==> config.mk <==
export PLATFORM = sky130hd
export DESIGN_NAME = bridge_source_arbiter
export DESIGN_NICKNAME = d
export VERILOG_FILES = /design/src/rtl/bridge_source_arbiter.sv
export SDC_FILE = /design/constraint.sdc
export NUM_CORES = 1
export LEC_CHECK = 0
export BUFFER_PORTS_ARGS = -buffer_cell sky130_fd_sc_hd__buf_2
export CAP_MARGIN = 0
export CORE_AREA = 3 3 65 67
export DETAILED_ROUTE_END_ITERATION = 8
export DIE_AREA = 0 0 68 70
export PLACE_DENSITY = 0.78
export REMOVE_ABC_BUFFERS = 1
export SETUP_SLACK_MARGIN = 0.15
export SLEW_MARGIN = 25
export SYNTH_ARGS = -nofsm -noshare
export SYNTH_HDL_FRONTEND = slang
export SYNTH_SLANG_ARGS = --single-unit
==> constraint.sdc <==
create_clock -name clk -period 3 [get_ports clk]
set_clock_uncertainty 0.1 [all_clocks]
set_input_delay 0.15 -clock clk [delete_from_list [all_inputs] [get_ports clk]]
set_output_delay 0.15 -clock clk [all_outputs]
set_load 0.05 [all_outputs]
==> src/rtl/bridge_source_arbiter.sv <==
// Round-robin arbiter feeding one clock_domain_bridge input word from N_REQ requesters.
// Each accepted word is held for HOLD_CYCLES cycles and tagged with its source id and a toggle.
module bridge_source_arbiter #(
  parameter  int DATA_WIDTH  = 16,
  parameter  int N_REQ       = 4,
  parameter  int HOLD_CYCLES = 4,
  localparam int ID_WIDTH    = (N_REQ > 1) ? $clog2(N_REQ) : 1
) (
  input  logic                        clk,
  input  logic                        rst_n,
  input  logic [N_REQ-1:0]            req_valid,
  input  logic [N_REQ*DATA_WIDTH-1:0] req_data,
  output logic [N_REQ-1:0]            req_ready,
  output logic [DATA_WIDTH-1:0]       bridge_data,
  output logic [ID_WIDTH-1:0]         bridge_src,
  output logic                        bridge_toggle,
  output logic                        busy
);

  localparam int CNT_WIDTH = $clog2(HOLD_CYCLES);

  typedef enum logic {IDLE, HOLD} state_t;

  state_t                  state_q, state_d;
  logic [ID_WIDTH-1:0]     ptr_q, ptr_d;
  logic [CNT_WIDTH-1:0]    cnt_q, cnt_d;
  logic [DATA_WIDTH-1:0]   data_q, data_d;
  logic [ID_WIDTH-1:0]     src_q, src_d;
  logic                    toggle_q, toggle_d;
  logic                    busy_q, busy_d;

  logic                    grant_found;
  logic [ID_WIDTH-1:0]     grant_idx;
  logic                    accept;

  // Search from the pointer upward with wrap; the first valid requester wins.
  always_comb begin
    logic [ID_WIDTH:0]   sum;
    logic [ID_WIDTH-1:0] cand;
    grant_found = 1'b0;
    grant_idx   = '0;
    sum         = '0;
    cand        = '0;
    for (int k = 0; k < N_REQ; k++) begin
      sum = {1'b0, ptr_q} + (ID_WIDTH+1)'(k);
      if (sum >= (ID_WIDTH+1)'(N_REQ)) sum = sum - (ID_WIDTH+1)'(N_REQ);
      cand = sum[ID_WIDTH-1:0];
      if (!grant_found && req_valid[cand]) begin
        grant_found = 1'b1;
        grant_idx   = cand;
      end
    end
  end

  always_comb begin
    req_ready = '0;
    if (rst_n && state_q == IDLE && grant_found) req_ready[grant_idx] = 1'b1;
  end

  assign accept = |(req_ready & req_valid);

  always_comb begin
    state_d  = state_q;
    ptr_d    = ptr_q;
    cnt_d    = cnt_q;
    data_d   = data_q;
    src_d    = src_q;
    toggle_d = toggle_q;
    busy_d   = busy_q;
    case (state_q)
      IDLE: begin
        if (accept) begin
          data_d   = req_data[grant_idx*DATA_WIDTH +: DATA_WIDTH];
          src_d    = grant_idx;
          toggle_d = ~toggle_q;
          ptr_d    = (grant_idx == ID_WIDTH'(N_REQ-1)) ? '0 : grant_idx + 1'b1;
          cnt_d    = CNT_WIDTH'(HOLD_CYCLES-1);
          state_d  = HOLD;
          busy_d   = 1'b1;
        end
      end
      HOLD: begin
        if (cnt_q != '0) begin
          cnt_d = cnt_q - 1'b1;
        end else begin
          state_d = IDLE;
          busy_d  = 1'b0;
        end
      end
      default: state_d = IDLE;
    endcase
  end

  always_ff @(posedge clk) begin
    if (!rst_n) begin
      state_q  <= IDLE;
      ptr_q    <= '0;
      cnt_q    <= '0;
      data_q   <= '0;
      src_q    <= '0;
      toggle_q <= 1'b0;
      busy_q   <= 1'b0;
    end else begin
      state_q  <= state_d;
      ptr_q    <= ptr_d;
      cnt_q    <= cnt_d;
      data_q   <= data_d;
      src_q    <= src_d;
      toggle_q <= toggle_d;
      busy_q   <= busy_d;
    end
  end

  assign bridge_data   = data_q;
  assign bridge_src    = src_q;
  assign bridge_toggle = toggle_q;
  assign busy          = busy_q;

endmodule

## Yosys cells after proc, flatten, opt, wreduce, memory -nomap -nowiden

Index checks and enable logic that the tools add are counted.

| cells by class | value |
|---|---|
| muxes and demuxes | 33 |
| add/subtract/negate cells | 9 |
| shifts and indexed selects | 1 |
| bitwise logic cells | 3 |
| equality and inequality tests | 4 |
| reduce and logical (&&, ||, !) cells | 14 |
| order comparisons | 10 |

Operators by type and width:

| operator | count |
|---|---|
| 64-bit by 7-bit variable part select with 16-bit output | 1 |
| 2-bit two-way mux | 11 |
| 2-bit by 3-bit less-than comparator with 1-bit output (second input constant) | 5 |
| 1-bit two-way mux | 13 |
| 2-bit by 1-bit subtractor with 2-bit output (second input constant) | 5 |
| 3-bit greater-or-equal comparator (second input constant) | 3 |
| 1-bit binary-select mux with 2-bit select | 4 |
| 2-bit by 2-bit adder with 3-bit output (second input constant) | 2 |
| 1-bit logical AND | 6 |
| 2-bit AND reduction | 3 |
| 4-bit AND | 1 |
| 4-bit two-way mux | 1 |
| 2-bit != test (second input constant) | 2 |
| 1-bit case mux with 2 select lines | 2 |
| 2-bit case mux with 2 select lines | 1 |
| 4-bit OR reduction | 1 |
| 2-bit by 1-bit adder with 3-bit output (second input constant) | 1 |
| 2-bit by 3-bit greater-or-equal comparator with 1-bit output (second input constant) | 1 |
| 1-bit zero test | 3 |
| 2-bit by 1-bit adder with 2-bit output (second input constant) | 1 |
| 1-bit demux with 2-bit select | 1 |
| 2-bit == test (second input constant) | 1 |
| 2-bit by 1-bit greater-or-equal comparator with 1-bit output (second input constant) | 1 |
| 2-bit by 1-bit != test with 1-bit output (second input constant) | 1 |
| other kinds (2) | 3 |

| storage, ports and cells | value |
|---|---|
| register bits after elaboration | 25 |
| word-level logic and storage cells | 81 |
| input bits | 70 |

## Logic depth before layout (Yosys ltp)

Gate-level depths: netlist of the first run.

| logic depth | value |
|---|---|
| depth after elaboration | 23 |
| gate-level depth with buffers | 12 |
| gate-level depth less buffers | 9 |

## Worst setup path after synthesis of the first run

Ideal clock, no wire load.

| timing path | value |
|---|---|
| path type | flip-flop to flip-flop |
| from | register ptr_q[0] |
| to | register data_q[11], in the netlist bridge_data[11] |
| cell stages (with the launch flop) | 13 |
| data arrival time | 2.527 ns |
| setup time | 0.087 ns |
| path buffers | 3 |
| required time | 2.813 ns |
| setup slack | 0.286 ns |
| path through | dfxtp_1 and2b_1 a311oi_4 or2_2 inv_2 buf_4 ha_1 a22o_1 o31ai_2 buf_2 buf_2 nand3_1 o31ai_1 |

| between the ends | value |
|---|---|
| longest elaborated chain between the ends | 22 |

Ends and longest elaborated chain:

| element | line | RTL |
|---|---|---|
| start: declaration | 25 | `logic [ID_WIDTH-1:0] ptr_q, ptr_d;` |
| start signal: assignment | 105 | `ptr_q <= ptr_d;` |
| branches (longest 22 deep; another with 2-bit by 1-bit adder with 3-bit output) | - |  |
| end signal: assignment | 107 | `data_q <= data_d;` |
| end: declaration | 27 | `logic [DATA_WIDTH-1:0] data_q, data_d;` |

Parallel ways; which one is timed is not known. The select of a mux whose other input is x is not followed.
A chain may end at the register's enable or synchronous reset.

## Worst setup path in the final report of the first run

| timing path | value |
|---|---|
| from | register ptr_q[0] |
| to | register src_q[0], in the netlist bridge_src[0] |

| between the ends | value |
|---|---|
| longest elaborated chain between the ends | 22 |

Ends and longest elaborated chain:

| element | line | RTL |
|---|---|---|
| branches (longest 22 deep; another with 2-bit by 1-bit adder with 3-bit output) | - |  |
| end signal: assignment | 108 | `src_q <= src_d;` |
| end: declaration | 28 | `logic [ID_WIDTH-1:0] src_q, src_d;` |

Parallel ways; which one is timed is not known. The select of a mux whose other input is x is not followed.

==> results of run 1 <==
[path summary, 6_finish.rpt]
path / from / endpoint
max: ptr_q[0] / bridge_src[0]
min: req_data[55] / bridge_data[7]
max reg2reg: ptr_q[0] / bridge_src[0]
min reg2reg: bridge_data[13] / bridge_data[13]
[registers in the layout, summed over array words and instances (netlist names)]
name and count:
cnt_q 2, bridge_data 16, bridge_toggle 1, state_q 1
ptr_q 2, busy 1, bridge_src 2
[routing by layer]
layer | vias to the layer above | track usage, %
met4 | 0 | 5.519
met2 | 63 | 31.80
met5 | - | 0
li1 | 906 | -
met3 | 4 | 4.662
met1 | 776 | 25.17
[repair_timing]
action                                  4_1_cts  5_1_grt
endpoints found under the setup margin        0        2
hold endpoints to repair                      0        0
buffers inserted                              0        3
[power breakdown]
group / total (mW) / switching (mW) / internal, mW
combinational: 0.726 / 0.487 / 0.239
sequential: 0.442 / 0.0382 / 0.404
clock: 0.197 / 0.102 / 0.0949
total: 1.36 / 0.627 / 0.738
[through the flow]
step / cell area [µm²] / setup WS (ns) / setup TNS (ns)
after detailed placement: 2127 / 0.3279 / 0
final: 2195 / 0.3275 / 0
after global routing: 2195 / 0.1558 / 0
after floorplan: 1516 / -2.259 / -51.77
after global placement: 2127 / 0.4330 / 0
after CTS: 2172 / 0.2955 / 0
[cells by family after synthesis]
group                    synth area share [%]
flip-flops                              30.98
XOR/XNOR                               0.5423
multiplexers                            1.859
AO/OA/AOI/OAI                           45.31
adder cells (fa/ha/maj)                 2.324
AND/OR/NAND/NOR                         10.53
buffers and inverters                   8.442
[final cells by class]
type | instances | area share (%)
Tap cell | 48 | 2.737
Sequential cell | 25 | 22.81
Multi-Input combinational cell | 136 | 45.38
Timing Repair Buffer | 105 | 25.31
Inverter | 10 | 1.710
Clock buffer | 4 | 2.052
[worst max-delay path: cells and delay by family, from the launching register on]
kind	cells	cell delay, ns
buffers and inverters	2	0.37
AOI/OAI and AO/OA	3	0.85
muxes	1	0.21
DFF	1	0.37
adders and majority gates	1	0.20
and+or+nand+nor	3	0.45
[placed cells by master (no fill, tap or decap), drive strengths merged]
cell type  instances
buf              105
a211oi            34
o21a              32
dfxtp             25
o31ai             17
nand3             16
nor2               9
inv                9
clkbuf             4
and2               3
nand2              3
mux2i              3
ha                 3
a21oi              3
nand2b             2
a221oi             2
a311oi             2
o22ai              1
clkinv             1
and2b              1
or2                1
a22o               1
o21ai              1
o211a              1
xor2               1
==> flow_summary.ini, run 1 <==
[clock_tree]
post_cts_resized = 0
clk_pin_slew_ns = 0.09
cts-buffers-inserted = 3
htree_num_levels = 1
cts_hold_buf = 0
insertion_delay_ns = 0.27
clockRootBuffer = clkbuf_8
cts_tree = done
clock-sinks = 25
clock_path_buffers = 2

[layout]
antenna_cells = 0
nets = 354
synthToLayoutAreaGrowth_pct = 35.86
multi_input_area_um2 = 996.0
fill_cells = 361
final_util_pct = 59.50
regArea_um2 = 500.5
drive_gt1_share_pct = 41.07
fin_cells = 328

[worst_setup_path]
crit_required_ns = 3.05
end_kind = register
crit_path_start_kind = register
crit_type = register to register
r2r_setup_slack_ns = 0.33
critical_path_arrival_ns = 2.72
crit_slowest_cell = dfxtp_1
r2r_cells = 10
cp_max_fo = 16
worstPathCellList = and2b_1, a311oi_4, or2_2, inv_2, ha_1, a22o_1, o31ai_4, buf_4, mux2i_1, nor2_1
critPathMaxStageDelay_ns = 0.37

[floorplan]
die_y_um = 70
die_w_um = 68
coreArea_mm2 = 0.003689
die-area_mm2 = 0.004760
io_pins = 94
initial_core_util_pct = 43.79
core.rowCount = 22

[logic_synthesis]
synth_seq_area_share_pct = 30.98
synth_most_common_cell = a211oi_1
synth-async-reset-ratio_pct = 0
yosys.area.top_type = dfxtp_1
netlist_instances = 189
synth_top_flop_cell = dfxtp_1
synth_cell_types = 30
synth_top_area_share_pct = 30.98
syn_area_mm2 = 0.001615
synth.avg_cell_area_um2 = 8.547
ys_ff_latch = 25
synth_top_cells_by_count = a211oi_1 (34), o21a_1 (32), dfxtp_1 (25), nand3_1 (16), o31ai_1 (16)
synth_area_leaders = dfxtp_1 (31%), a211oi_1 (16%), o21a_1 (15%), o31ai_1 (7.4%), nand3_1 (5.0%)
synth-warning-count = 0
synth-edff-count = 0

[sta]
whs_ns = 0.09755
worst_slew_pin_slew_ns = 0.5112
rsz0062_at_grt = false
min_period_ns = 2.673
max_freq_mhz = 374.2
slew_headroom_pct = 65.92
final-hold-violation-count = 0
maxSlewViolCount = 0
final-setup-viol-count = 0
finalCritPeriodShare_pct = 89.08

[global_route]
grt_usage_pct = 19.55
antenna_found_initial = 0
grt_pass1_vias = 1631
grt_overflow = 0
grt_max_degree = 34
grt_pass1_wl_mm = 7.348

[placement]
place_inst = 321
hpwl_mm = 3.518
port_buffers = 93
gp_congestion = 0.8555

[status]
status = finished, final reports clean

[power]
vdd_drop_max_mv = 0.2774
p_total_mw = 1.365
power.leakage_nw = 1.006
power.density_mw_per_mm2 = 621.8

[route]
drt-met1-wl_mm = 2.013
wl_per_cell_um = 13.75
drc = 0
detail_route.iter0.violations = 77
ant_nets = 0
vias_per_cell = 5.332
drt_first_pass_iters = 4
top_layer = met4
routed_wl_mm = 4.509
wl_met3_um = 339
dr_total_vias = 1749
wl_met2_mm = 2.111

[hold_path]
hold_path_depth = 3
hp-class = primary input to register

[run]
cap_viol_max_count = 0
(Power assumes the default switching activity.)
==> run 2, diff against run 1 <==
--- a/config.mk
+++ b/config.mk
@@ -5,11 +5,12 @@
 export SDC_FILE = /design/constraint.sdc
 export NUM_CORES = 1
 export LEC_CHECK = 0
+export ABC_AREA = 1
 export BUFFER_PORTS_ARGS = -buffer_cell sky130_fd_sc_hd__buf_2
 export CAP_MARGIN = 0
-export CORE_AREA = 3 3 65 67
+export CORE_AREA = 3 3 53 92
 export DETAILED_ROUTE_END_ITERATION = 8
-export DIE_AREA = 0 0 68 70
+export DIE_AREA = 0 0 56 95
 export PLACE_DENSITY = 0.78
 export REMOVE_ABC_BUFFERS = 1
 export SETUP_SLACK_MARGIN = 0.15
==> run 2 against run 1 <==
Synthesized cell count increased by 77%. Routed wire length up 20%. Sequential share of layout area fell by 2.2 points. First-iteration DRC count fell by 64%.
==> flow_summary.ini, run 2 <==
[status]
status = finished, final reports clean

[worst_setup_path]
worstPathCellList = inv_2, nand2_1, nand2_1, o21ai_1, inv_1, nand4_1, nand2_2, buf_4, nor2_4, nand2_2, inv_1, buf_2
cp_top_family = buffers and inverters
crit_slowest_cell = dfxtp_2
crit_required_ns = 2.75
crit_type = register to output pin
critical_path_arrival_ns = 2.31
cp_max_fo = 14
critPathMaxStageDelay_ns = 0.41
path_buf_inv = 5
end_kind = output pin
crit_path_start_kind = register

[floorplan]
die_y_um = 95
core.rowCount = 31
coreArea_mm2 = 0.004189
die_w_um = 56
die-area_mm2 = 0.005320
initial_core_util_pct = 45.64
io_pins = 94

[global_route]
grt_max_degree = 25
grt_pass1_vias = 2221
grt_pass1_wl_mm = 8.631
grt_usage_pct = 19.96
antenna_found_initial = 0
grt_overflow = 0

[logic_synthesis]
synth_top_flop_cell = dfxtp_1
synth_seq_area_share_pct = 26.18
synth.avg_cell_area_um2 = 5.707
syn_area_mm2 = 0.001912
synth-warning-count = 0
synth_area_leaders = dfxtp_1 (26%), nand2_1 (22%), inv_1 (10%), nand3_1 (9.9%), nor2_1 (9.0%)
synth-async-reset-ratio_pct = 0
synth-edff-count = 0
yosys.area.top_type = dfxtp_1
synth_most_common_cell = nand2_1
ys_ff_latch = 25
synth_top_area_share_pct = 26.18
synth_top_cells_by_count = nand2_1 (110), inv_1 (51), nor2_1 (46), nand3_1 (38), dfxtp_1 (25)
synth_cell_types = 22
netlist_instances = 335

[clock_tree]
htree_num_levels = 1
postCtsSetupBuffers = 0
clockRootBuffer = clkbuf_8
cts-buffers-inserted = 3
clock_path_buffers = 2
post_cts_resized = 0
insertion_delay_ns = 0.27
cts_hold_buf = 0
cts_tree = done
clock-sinks = 25
clk_pin_slew_ns = 0.08

[route]
drc = 0
vias_per_cell = 4.863
ant_nets = 0
wl_per_cell_um = 11.43
drt_first_pass_iters = 4
detail_route.iter0.violations = 28
dr_total_vias = 2305
routed_wl_mm = 5.418

[layout]
drive_gt1_share_pct = 28.94
fin_cells = 474
synthToLayoutAreaGrowth_pct = 27.62
final_util_pct = 58.24
antenna_cells = 0
largest_register_ffs = 16
final_cell_mix = nand2_1 (110), buf_2 (93), inv_1 (51)
nets = 499
layout_commonest_cell = nand2_1

[placement]
hpwl_mm = 4.302
place_inst = 469
port_buffers = 93
gp_congestion = 0.8760

[run]
cap_viol_max_count = 0

[sta]
rsz0062_at_grt = false
slew_headroom_pct = 72.71
min_period_ns = 2.564
max_freq_mhz = 390.0
final-hold-violation-count = 0
whs_ns = 0.1143
tns_ns = 0
finalCritPeriodShare_pct = 85.47
worst_slew_pin_slew_ns = 0.4084
maxSlewViolCount = 0
final-setup-viol-count = 0

[hold_path]
hp-class = primary input to register
==> run 2: cell types whose count changed in the layout (fill, tap and decap cells not counted), sizes merged, moves of 19 or more <==
cell | before | now
o21a | 32 | 0
nand2 | 3 | 116
inv | 9 | 58
a211oi | 34 | 0
o21ai | 1 | 20
nor2 | 9 | 49
nand3 | 16 | 43
==> run 2: kinds of logic after synthesis <==
kind of cell    synth area share, %
buf+inv                       16.49
fa+ha+maj                     1.964
simple gates                  48.95
compound gates                6.413
flops                         26.18
==> run 2: cell type report <==
class                   count  area, µm²
fillers                   449       1749
flip-flops and latches     25      501.7
multi-input cells         240       1106
repair buffers             98      503.0
inverters                  58      222.7
well taps                  49      61.31
clock buffers               4      45.04
==> run 2: per-stage QoR <==
stage / area (µm²) / worst slack [ns]
3_5_place_dp: 2381 / 0.2682
3_3_place_gp: 2381 / 0.3346
2_1_floorplan: 1817 / 0.3122
6_report: 2440 / 0.4359
5_1_grt: 2440 / 0.2301
4_1_cts: 2426 / 0.2364
==> run 2: path summary, 6_finish.rpt <==
path	start	endpoint	slack, ns	depth (start not counted)
max	ptr_q[0]	req_ready[1]	0.44	12
min reg2reg	cnt_q[0]	cnt_q[0]	0.39	2
max reg2reg	ptr_q[0]	bridge_data[5]	0.44	16
min	req_data[27]	bridge_data[11]	0.11	5
==> run 2: worst reg2reg max path: stages, from the launching register on <==
cell	delay [ns]
dfxtp_2	0.37
buf_4	0.16
nand2_1	0.08
nand2_2	0.08
nand2_1	0.10
nand2_1	0.07
nor2_2	0.11
nand3_2	0.13
nand3_4	0.15
inv_2	0.05
ha_1	0.21
nand4_1	0.08
nand2_1	0.06
inv_1	0.17
nand3_2	0.25
o21ai_0	0.23
nor2_1	0.05
==> run 2: routing by layer <==
| metal | up-vias | routed length [µm] | part of all wire, % | global-route usage (%) |
|---|---|---|---|---|
| met3 | 13 | 286 | 5.3 | 2.326 |
| met1 | 1015 | 2015 | 37 | 18.69 |
| met5 | - | 0 | 0 | 0 |
| li1 | 1200 | - | - | - |
| met2 | 77 | 2987 | 55 | 41.31 |
| met4 | 0 | 128 | 2.4 | 9.109 |
Power of run 2 is left out: the tool's default activity adds up to more than one toggle a clock period on the data nets, which glitch-free logic cannot reach.
==> run 3, diff against run 2 <==
--- a/config.mk
+++ b/config.mk
@@ -8,9 +8,9 @@
 export ABC_AREA = 1
 export BUFFER_PORTS_ARGS = -buffer_cell sky130_fd_sc_hd__buf_2
 export CAP_MARGIN = 0
-export CORE_AREA = 3 3 53 92
+export CORE_AREA = 2 2 52 91
 export DETAILED_ROUTE_END_ITERATION = 8
-export DIE_AREA = 0 0 56 95
+export DIE_AREA = 0 0 54 93
 export PLACE_DENSITY = 0.78
 export REMOVE_ABC_BUFFERS = 1
 export SETUP_SLACK_MARGIN = 0.15
==> run 3 against run 2 <==
Non-clock buffer count is the same. Highest routed layer unchanged. Register-to-register slack gained 0.02 ns. Critical path type is now register to register. Via count shrank 0.13%. Global-route usage grew 1.7 points.
==> flow_summary.ini, run 3 (same netlist as run 2, synthesis figures left out) <==
[status]
status = finished, final reports clean

[sta]
rsz0062_at_grt = false
worst_slew_pin_slew_ns = 0.3757
slew_headroom_pct = 74.89
max_freq_mhz = 393.8
tns_ns = 0
maxSlewViolCount = 0
final-setup-viol-count = 0
finalCritPeriodShare_pct = 84.64
final-hold-violation-count = 0
min_period_ns = 2.539

[clock_tree]
cts-buffers-inserted = 3
clock_path_buffers = 2
insertion_delay_ns = 0.26
cts_tree = done
clockRootBuffer = clkbuf_8
clock-sinks = 25
htree_num_levels = 1
cts_hold_buf = 0
clk_pin_slew_ns = 0.08

[power]
power.leakage_nw = 1.504
vdd_drop_max_mv = 0.6992
p_total_mw = 3.551
power.density_mw_per_mm2 = 1454

[route]
detail_route.iter0.violations = 50
drc = 0
dr_total_vias = 2302
drt_first_pass_iters = 4
routed_wl_mm = 5.134
vias_per_cell = 4.836
wl_per_cell_um = 10.79
ant_nets = 0

[floorplan]
initial_core_util_pct = 44.21
die_y_um = 93
io_pins = 94
core.rowCount = 32
die_w_um = 54
die-area_mm2 = 0.005022
coreArea_mm2 = 0.004324

[layout]
synthToLayoutAreaGrowth_pct = 27.75
nets = 499
antenna_cells = 0
layout_commonest_cell = nand2_1
final_cell_mix = nand2_1 (110), buf_2 (93), inv_1 (51)
final_util_pct = 56.48
drive_gt1_share_pct = 28.94
fin_cells = 476
fill_cells = 458
largest_register_ffs = 16

[placement]
hpwl_mm = 4.083
port_buffers = 93
gp_congestion = 0.7668
place_inst = 470

[worst_setup_path]
crit_required_ns = 3.06
crit_path_start_kind = register
end_kind = register
critical_path_arrival_ns = 2.60
cp_max_fo = 12
crit_type = register to register

[global_route]
grt_overflow = 0
grt_pass1_wl_mm = 8.535
grt_usage_pct = 21.64
grt_pass1_vias = 2157
grt_max_degree = 25
antenna_found_initial = 0

[run]
cap_viol_max_count = 0

[hold_path]
hp-class = primary input to register
==> run 3: cell counts in the layout (fill, tap and decap cells not counted) <==
Identical to the previous run, type by type.
==> run 3: metal layers <==
| layer | up-vias | share of wire (%) | global-route usage (%) |
|---|---|---|---|
| met5 | - | 0 | 0 |
| met4 | 0 | 1.2 | 5.000 |
| met3 | 6 | 5.4 | 2.875 |
| met2 | 72 | 55 | 43.39 |
| met1 | 1023 | 39 | 21.66 |
| li1 | 1201 | - | - |
==> run 3: report_power, final <==
part | switching, mW | total, mW | leakage, nW | internal [mW]
clock network | 0.102 | 0.197 | 0.0228 | 0.0947
logic | 1.97 | 2.82 | 1.27 | 0.845
registers | 0.0708 | 0.537 | 0.207 | 0.466
==> run 3: timing repair <==
| item | 4_1_cts | 5_1_grt |
|---|---|---|
| setup buffers | 0 | 1 |
| resized for setup | 0 | 2 |
| endpoints found under the setup margin | 0 | 21 |
==> run 3: area by class of cell <==
| cell class | instances | area (µm²) | share of cell area (%) |
|---|---|---|---|
| multi-input combinational | 240 | 1106 | 45.29 |
| timing repair buffer | 98 | 503.0 | 20.59 |
| sequential | 25 | 501.7 | 20.54 |
| inverter | 58 | 222.7 | 9.119 |
| tap | 51 | 63.81 | 2.613 |
| clock buffer | 4 | 45.04 | 1.844 |
==> run 3: worst max-delay path, stage by stage, from the launching register on <==
cell	delay (ns)
dfxtp_2	0.36
buf_4	0.17
nand2_1	0.07
nand2_2	0.07
nand2_1	0.09
nand2_1	0.07
nor2_2	0.12
nand3_2	0.13
nand3_4	0.14
inv_2	0.05
ha_1	0.21
nand4_1	0.09
nand2_1	0.07
inv_1	0.16
nand3_2	0.26
o21ai_1	0.21
nor2_1	0.05
==> run 3: worst paths after layout <==
kind	startpoint	end	slack (ns)	cells after the start
worst min register to register	cnt_q[0]	cnt_q[0]	0.38	2
worst max-delay path	ptr_q[0]	bridge_data[9]	0.46	16
worst max register to register	ptr_q[0]	bridge_data[9]	0.46	16
worst min-delay path	req_data[11]	bridge_data[11]	0.12	5
==> run 3: per-stage QoR <==
step	hold slack, ns	setup WS (ns)	instance area (µm²)
2_1_floorplan	0.1704	0.3122	1817
3_3_place_gp	0.3497	0.3947	2376
3_5_place_dp	0.3644	0.3102	2376
4_1_cts	0.1164	0.2755	2421
5_1_grt	0.1433	0.1918	2442
6_report	0.1190	0.4607	2442
